<file path="src/rtl/uart_out_if.sv">
// uart_out_if: groups the byte-load handshake, the RTS/CTS flow-control pair
// and the serial line of the UART transmitter.
//   BYTEIN - byte to transmit, sampled in the accept cycle only
//   load   - one-cycle send request
//   CTS    - clear-to-send from the remote receiver (asynchronous)
//   TX_D   - serial line, idles high
//   RTS    - request-to-send, high while a byte is pending or in flight
//   busy   - high from the accept edge until the frame completes
//   done   - one-cycle pulse when the stop bit finishes
// master: the side that supplies bytes and CTS. slave: the transmitter.
interface uart_out_if;
  logic [7:0] BYTEIN;
  logic       load;
  logic       CTS;
  logic       TX_D;
  logic       RTS;
  logic       busy;
  logic       done;

  modport master (output BYTEIN, load, CTS, input TX_D, RTS, busy, done);
  modport slave  (input BYTEIN, load, CTS, output TX_D, RTS, busy, done);
endinterface

</file>
<file path="src/rtl/uart_out.sv">
// uart_out: 8N1 UART transmitter with RTS/CTS flow control.
// A byte loaded while idle is held until the synchronised CTS is high, then
// sent as start bit, 8 data bits LSB first, and one stop bit, each bit lasting
// CLKS_PER_BIT clocks.
// Ports:
//   clk       - system clock, rising edge
//   reset     - asynchronous, active-high reset
//   u         - uart_out_if.slave (BYTEIN, load, CTS in; TX_D, RTS, busy, done out)
//   dbg_state - current FSM state (IDLE=0, WAIT_CTS=1, START=2, DATA=3, STOP=4)
// Handshake: load is a request, busy is the inverse of ready. A load is
// accepted on a rising edge only if busy is low at that edge; BYTEIN is
// captured on that same edge. Loads while busy is high are dropped.
module uart_out #(
  parameter int CLKS_PER_BIT = 5200,
  parameter int SYNC_STAGES  = 2
) (
  input  logic       clk,
  input  logic       reset,
  uart_out_if.slave  u,
  output logic [2:0] dbg_state
);

  localparam int CW = (CLKS_PER_BIT > 1) ? $clog2(CLKS_PER_BIT) : 1;

  typedef enum logic [2:0] {
    IDLE     = 3'd0,
    WAIT_CTS = 3'd1,
    START    = 3'd2,
    DATA     = 3'd3,
    STOP     = 3'd4
  } state_t;

  state_t           state, state_nxt;
  logic [CW-1:0]    baud_cnt, baud_nxt;
  logic [2:0]       bit_idx, bit_nxt;
  logic [7:0]       shreg, shreg_nxt;
  logic             tx_q, tx_nxt;
  logic             rts_q, rts_nxt;
  logic             busy_q, busy_nxt;
  logic             done_q, done_nxt;
  logic             settle_q, settle_nxt;
  logic [SYNC_STAGES-1:0] cts_sync;
  logic             cts_s;
  logic             bit_end;

  // CTS crosses from the remote clock domain; only the last stage is used.
  always_ff @(posedge clk or posedge reset) begin
    if (reset) cts_sync <= '0;
    else       cts_sync <= {cts_sync[SYNC_STAGES-2:0], u.CTS};
  end
  assign cts_s = cts_sync[SYNC_STAGES-1];

  assign bit_end = (baud_cnt == CW'(CLKS_PER_BIT - 1));

  always_ff @(posedge clk or posedge reset) begin
    if (reset) begin
      state    <= IDLE;
      baud_cnt <= '0;
      bit_idx  <= '0;
      shreg    <= '0;
      tx_q     <= 1'b1;
      rts_q    <= 1'b0;
      busy_q   <= 1'b0;
      done_q   <= 1'b0;
      settle_q <= 1'b0;
    end else begin
      state    <= state_nxt;
      baud_cnt <= baud_nxt;
      bit_idx  <= bit_nxt;
      shreg    <= shreg_nxt;
      tx_q     <= tx_nxt;
      rts_q    <= rts_nxt;
      busy_q   <= busy_nxt;
      done_q   <= done_nxt;
      settle_q <= settle_nxt;
    end
  end

  always_comb begin
    state_nxt  = state;
    baud_nxt   = baud_cnt;
    bit_nxt    = bit_idx;
    shreg_nxt  = shreg;
    tx_nxt     = tx_q;
    rts_nxt    = rts_q;
    busy_nxt   = busy_q;
    done_nxt   = 1'b0;
    settle_nxt = 1'b0;
    case (state)
      IDLE: begin
        if (u.load) begin
          shreg_nxt  = u.BYTEIN;
          busy_nxt   = 1'b1;
          rts_nxt    = 1'b1;
          settle_nxt = 1'b1;
          state_nxt  = WAIT_CTS;
        end
      end
      WAIT_CTS: begin
        // settle_q holds the first WAIT_CTS cycle, so with CTS already granted
        // the start bit lands two edges after the accept edge.
        if (cts_s && !settle_q) begin
          state_nxt = START;
          tx_nxt    = 1'b0;
          baud_nxt  = '0;
        end
      end
      START: begin
        if (bit_end) begin
          baud_nxt  = '0;
          bit_nxt   = 3'd0;
          tx_nxt    = shreg[0];
          state_nxt = DATA;
        end else begin
          baud_nxt = baud_cnt + CW'(1);
        end
      end
      DATA: begin
        if (bit_end) begin
          baud_nxt = '0;
          if (bit_idx == 3'd7) begin
            tx_nxt    = 1'b1;
            state_nxt = STOP;
          end else begin
            // shreg[0] is the bit on the line; the next one is shreg[1].
            shreg_nxt = shreg >> 1;
            tx_nxt    = shreg[1];
            bit_nxt   = bit_idx + 3'd1;
          end
        end else begin
          baud_nxt = baud_cnt + CW'(1);
        end
      end
      STOP: begin
        if (bit_end) begin
          baud_nxt  = '0;
          done_nxt  = 1'b1;
          busy_nxt  = 1'b0;
          rts_nxt   = 1'b0;
          state_nxt = IDLE;
        end else begin
          baud_nxt = baud_cnt + CW'(1);
        end
      end
      default: begin
        state_nxt = IDLE;
      end
    endcase
  end

  assign u.TX_D    = tx_q;
  assign u.RTS     = rts_q;
  assign u.busy    = busy_q;
  assign u.done    = done_q;
  assign dbg_state = state;

endmodule

</file>
<file path="src/flat_wrapper.sv">
// flat-port wrapper written by rule: the top's interface ports become plain ports
module uart_out_flat 
#(
  parameter int CLKS_PER_BIT = 5200,
  parameter int SYNC_STAGES  = 2
)
  (clk, reset, dbg_state, u_BYTEIN, u_load, u_CTS, u_TX_D, u_RTS, u_busy, u_done);
  uart_out_if u_i ();
  input  logic clk;
  input  logic reset;
  output logic [2:0] dbg_state;
  input wire logic [$bits(u_i.BYTEIN)-1:0] u_BYTEIN;
  input wire logic [$bits(u_i.load)-1:0] u_load;
  input wire logic [$bits(u_i.CTS)-1:0] u_CTS;
  output wire logic [$bits(u_i.TX_D)-1:0] u_TX_D;
  output wire logic [$bits(u_i.RTS)-1:0] u_RTS;
  output wire logic [$bits(u_i.busy)-1:0] u_busy;
  output wire logic [$bits(u_i.done)-1:0] u_done;
  assign u_i.BYTEIN = u_BYTEIN;
  assign u_i.load = u_load;
  assign u_i.CTS = u_CTS;
  assign u_TX_D = u_i.TX_D;
  assign u_RTS = u_i.RTS;
  assign u_busy = u_i.busy;
  assign u_done = u_i.done;
  uart_out #(.CLKS_PER_BIT(CLKS_PER_BIT), .SYNC_STAGES(SYNC_STAGES)) u_core (.clk(clk), .reset(reset), .u(u_i), .dbg_state(dbg_state));
endmodule
</file>
<file path="config.mk">
export PLATFORM = sky130hd
export DESIGN_NAME = uart_out_flat
export DESIGN_NICKNAME = d
export VERILOG_FILES = /design/src/rtl/uart_out_if.sv /design/src/rtl/uart_out.sv /design/src/flat_wrapper.sv
export SDC_FILE = /design/constraint.sdc
export NUM_CORES = 1
export LEC_CHECK = 0
export ABC_CLOCK_PERIOD_IN_PS = 2800
export CORE_MARGIN = 4
export CORE_UTILIZATION = 40
export DETAILED_ROUTE_END_ITERATION = 12
export PLACE_DENSITY = 0.56
export SYNTH_ARGS = -nofsm -noshare
export SYNTH_HDL_FRONTEND = slang
export SYNTH_SLANG_ARGS = --single-unit
</file>
<file path="constraint.sdc">
create_clock -name clk -period 2.8 [get_ports clk]
set_input_delay 0.42 -clock clk [delete_from_list [all_inputs] [get_ports clk]]
set_output_delay 0.42 -clock clk [all_outputs]
set_load 0.01 [all_outputs]
</file>
Word-level counts from Yosys, hierarchy flattened
Cells that the tools add are included.
{ "totals": {"reg_bits": 33, "latchBits": 0, "mem_bits_rw": 0, "romBits": 0, "input_bits": 12, "out_inout_bits": 7, "wordCells": 68, "memories": 0} }
{ "op_classes": {"n_addsub": 2, "mul": 0, "n_div": 0, "order_cmp": 0, "n_eq_ne": 13, "n_shift": 0, "n_mux": 29, "bitwise_logic": 0, "reduce_logical": 15} }
{ "op_table": {"columns": ["op", "n"], "rows": [
  ["13-bit two-way mux", 2],
  ["13-bit case mux with 2 select lines", 1],
  ["3-bit two-way mux", 8],
  ["8-bit two-way mux", 3],
  ["8-bit case mux with 2 select lines", 1],
  ["3-bit case mux with 5 select lines", 1],
  ["13-bit by 1-bit adder with 13-bit output (second input constant)", 1],
  ["13-bit equality test (second input constant)", 1],
  ["4-bit AND reduction", 3],
  ["1-bit two-way mux", 10],
  ["2-bit by 1-bit inequality test with 1-bit output (second input constant)", 5],
  ["2-bit nonzero test", 4],
  ["3-bit by 2-bit equality test with 1-bit output (second input constant)", 2],
  ["3-bit equality test (second input constant)", 2],
  ["3-bit case mux with 2 select lines", 1],
  ["6-bit AND reduction", 1],
  ["2-bit inequality test (second input constant)", 2],
  ["3-bit by 1-bit adder with 3-bit output (second input constant)", 1],
  ["3-bit by 1-bit equality test with 1-bit output (second input constant)", 1],
  ["3-bit zero test", 1],
  ["1-bit case mux with 3 select lines", 1],
  ["3-bit AND reduction", 1],
  ["3-bit nonzero test", 1],
  ["3-bit OR reduction", 1],
  ["4 further kinds", 4]
]} }

Depth between registers and ports, before layout
{ "logic_depth": {"depth_word": 4, "mapped_depth": 6, "ltp_nobuf": 6} }

Worst setup path after synthesis
Ideal clock, no wire load.
{ "synth_timing": {"path_type": "register to register", "start": "register u_core.baud_cnt[0]", "end": "register u_core.shreg[0]", "setup_time_ps": 125, "arrival_time_ps": 1875, "required_ps": 2675, "setup_slack_ps": 800, "path_stages_with_launch": 7, "n_path_buf": 1, "period_less_slack_ps": 2000, "cell_sequence": "dfrtp_1 > ha_1 > and4_2 > and3_1 > buf_4 > a31oi_4 > mux2_2"} }
{ "synth_via": {"elab_chain_cells": 3} }
{ "synth_lines": {"columns": ["element", "line_no", "source"], "rows": [
  ["from (decl)", "uart_out.sv:34", "logic [CW-1:0] baud_cnt, baud_nxt;"],
  ["from (signal assigned)", "uart_out.sv:68", "baud_cnt <= baud_nxt;"],
  ["13-bit equality test", "uart_out.sv:53", "assign bit_end = (baud_cnt == CW'(CLKS_PER_BIT - 1));"],
  ["2-bit by 1-bit inequality test with 1-bit output (no source line)", null, null],
  ["4-bit AND reduction (no source line)", null, null],
  ["to (signal assigned)", "uart_out.sv:70", "shreg <= shreg_nxt;"],
  ["to (decl)", "uart_out.sv:36", "logic [7:0] shreg, shreg_nxt;"]
]} }
No other way between the ends.
A chain may end at the register's enable or synchronous reset.

Final worst setup path
{ "layout_timing": {"start": "register u_core.baud_cnt[0]", "end": "register u_core.shreg[3]"} }
Same word-level chain as after synthesis.

==> flow_summary.ini <==
[yosys]
synth_edf_count = 0
netlist_area_sq_um = 1780
synth_ff_type = dfrtp_1
synth_nets = 179
synth_area_per_cell_sq_um = 10.9
synth-seq-cells = 33
synthDominantCellAreaShare_pct = 44.9
ys_seq_area_share_pct = 46.4
synth_commonest_cells = dfrtp_1 (32), nand2_1 (15), mux2_2 (13), nand3_1 (8), a31oi_1 (7)
synth.yosys.warnings = 0
async_flop_share_pct = 100
synth.distinct_cells = 45
yosysTopAreaCell = dfrtp_1
yosysMostFrequentCell = dfrtp_1
ys_top_cells_by_area = dfrtp_1 (45%), mux2_2 (8.2%), nand2_1 (3.2%), a22o_1 (2.9%), a31oi_1 (2.5%)
synth_cells = 164

[drt]
drtAntennaViolNets = 0
wl_um = 3620
vias = 1332
drt_iter0_markers = 72
drcViolationCount = 0
wire_per_inst_um = 15.4
vias_per_cell = 5.67
first_pass_iters = 4

[sta]
final_hold_viol_count = 0
finalCritPeriodShare_pct = 77.0
worst_pin_slew_ps = 718
rsz0062_at_grt = false
fin_crit_ps = 2160
fin_skew_ps = 5.90
slew_violations = 0
setup_viol = 0
setup-tns-final_ps = 0
maxSlewHeadroom_pct = 51.9
max_freq_ghz = 0.464

[clocking]
h-tree-depth = 2
cts_buffer_depth = 2
cts_resized = 0
cts_hold_buf = 0
cts.clk_slew.worst_paths_ps = 60
clk_latency_ps = 280
clkSinkCount = 33
cts_setup_buffers = 0
cts_buffers = 5
root_buffer = clkbuf_8
cts_tree = done

[final_layout]
drive_gt1_share_pct = 16.9
antenna_cells = 0
syn2layout_area_growth_pct = 14.9
final-instance-count-excl-fill = 235
finalInstanceArea_sq_um = 2050
nNetsFinal = 197
fin_util_pct = 47.4
fillCellCount = 409

[power]
max-vdd-ir-drop_mv = 0.250
swShare_pct = 30.7
p_switching_w = 0.000399
total_power_w = 0.00130
clkPwrFrac_pct = 26.3
cellPowerDensity_nw_per_um2 = 633
p_leak_nw = 0.914
p_int_w = 0.000899
seqPwrFrac_pct = 51.7
p_comb_share_pct = 22.0

[flow_run]
cap_violations = 0

[setup_path]
crit_buf_inv = 0
crit_arrival_ps = 2320
cp_max_fo = 9
slowest_stage = dfrtp_1
worstSetupPathType = reg2reg
crit_family = simple AND/OR/NAND/NOR gates
cp-end-kind = flop
setup.worst_path.start_class = flop
worstPathRequired_ps = 2970
cpPeakStageDelay_ps = 410
crit_chain = ha_1 -> and4_2 -> and3_1 -> a31oi_4 -> mux2_2

[floorplanning]
rows = 24
fp.coreArea_sq_um = 4320
io-pin-count = 19
die_y_um = 74.8
die_x_um = 74.8
die-area_sq_um = 5590
start_util_pct = 41.3

[grt]
grt_start_max_net_pins = 34
grt-ovfl-total = 0
grt_pass1_vias = 1384
grt_use_total_pct = 14.9
antenna_found_initial = 0
grt_pass1_wl_um = 6360

[hold_path]
hold_class = reg2reg

[placed_design]
hpwl_um = 2580
globalplace.congestion = 0.762
dp_cells = 227
dpl_cell_area_sq_um = 1970
io_buffer_count = 18

[run_status]
status = complete, no violations
cell usage in the layout (no fill, tap or decap), types with 4 or more instances in the layout:
cell type,netlist,layout
dfrtp_1,32,32
clkdlybuf4s50_1,0,18
nand2_1,15,15
mux2_2,13,13
nand3_1,8,8
a31oi_1,7,7
inv_1,6,6
a22o_1,6,6
o21ai_0,6,6
nand4_1,5,5
nor2_1,5,5
clkbuf_8,1,5
mux2i_1,4,4
a21o_1,4,4
a21oi_1,4,4
logic make-up after synthesis:
logic type	Yosys count	share of synthesized area [%]
AND/OR/NAND/NOR	55	18.7
AO/OA/AOI/OAI	40	16.6
flip-flops	33	46.4
multiplexers	17	10.4
buffers and inverters	16	5.82
adder cells (fa/ha/maj)	3	2.10
worst paths after layout:
check                                    from            endpoint  slack (ps)  depth (start not counted)
max reg2reg                u_core.baud_cnt[0]     u_core.shreg[3]         640                          5
max in group asynchronous               reset       u_core.u.TX_D        1940                          3
min in group asynchronous               reset  u_core.baud_cnt[5]         520                          3
max                        u_core.baud_cnt[0]     u_core.shreg[3]         640                          5
min reg2reg                u_core.cts_sync[0]  u_core.cts_sync[1]         350                          0
min                        u_core.cts_sync[0]  u_core.cts_sync[1]         350                          0
stage by stage:
step / hold WS, ps / setup slack, ps
6_report: 350 / 645
5_1_grt: 382 / 530
4_1_cts: 352 / 639
3_5_place_dp: 337 / 636
3_3_place_gp: 334 / 700
2_1_floorplan: 331 / 800
layout make-up:
class                   instances  area, sq um  area share [%]
well taps                      52         65.1            3.17
flip-flops and latches         33          827            40.3
inverters                       6         22.5            1.10
repair buffers                 21          203            9.88
multi-input cells             115          853            41.6
clock buffers                   8         80.1            3.90
worst reg2reg max path: cells and delay by family, from the launching register on:
| family | cells | cell delay, ps |
|---|---|---|
| muxes | 1 | 380 |
| adders and majority gates | 1 | 260 |
| and+or+nand+nor | 2 | 610 |
| AOI/OAI and AO/OA | 1 | 390 |
| DFF | 1 | 410 |
metal layers:
metal	up-vias	share of wire, %	global-route usage, %
met2	31	49	24.2
met5	-	0	0
met1	645	46	18.4
li1	648	-	-
met3	8	3.7	3.87
met4	0	2.1	7.51
power groups by stage:
| stage | Combinational [W] | Sequential, W | Clock [W] |
|---|---|---|---|
| after floorplan | 0.000278 | 0.000619 | 0 |
| after global placement | 0.000276 | 0.000673 | 0 |
| after detailed placement | 0.000288 | 0.000679 | 0 |
| after CTS | 0.000290 | 0.000671 | 0.000353 |
| after global routing | 0.000323 | 0.000686 | 0.000369 |
| final | 0.000285 | 0.000671 | 0.000342 |
sequential cells by signal (all words and copies together) (netlist names):
register,flops
u_core.settle_q,1
u_core.baud_cnt,13
u_core.u.busy,1
u_core.u.TX_D,1
u_core.u.done,1
u_core.dbg_state,3
u_core.bit_idx,3
u_core.cts_sync,2
u_core.shreg,8
Power figures use the tool's default switching activity.
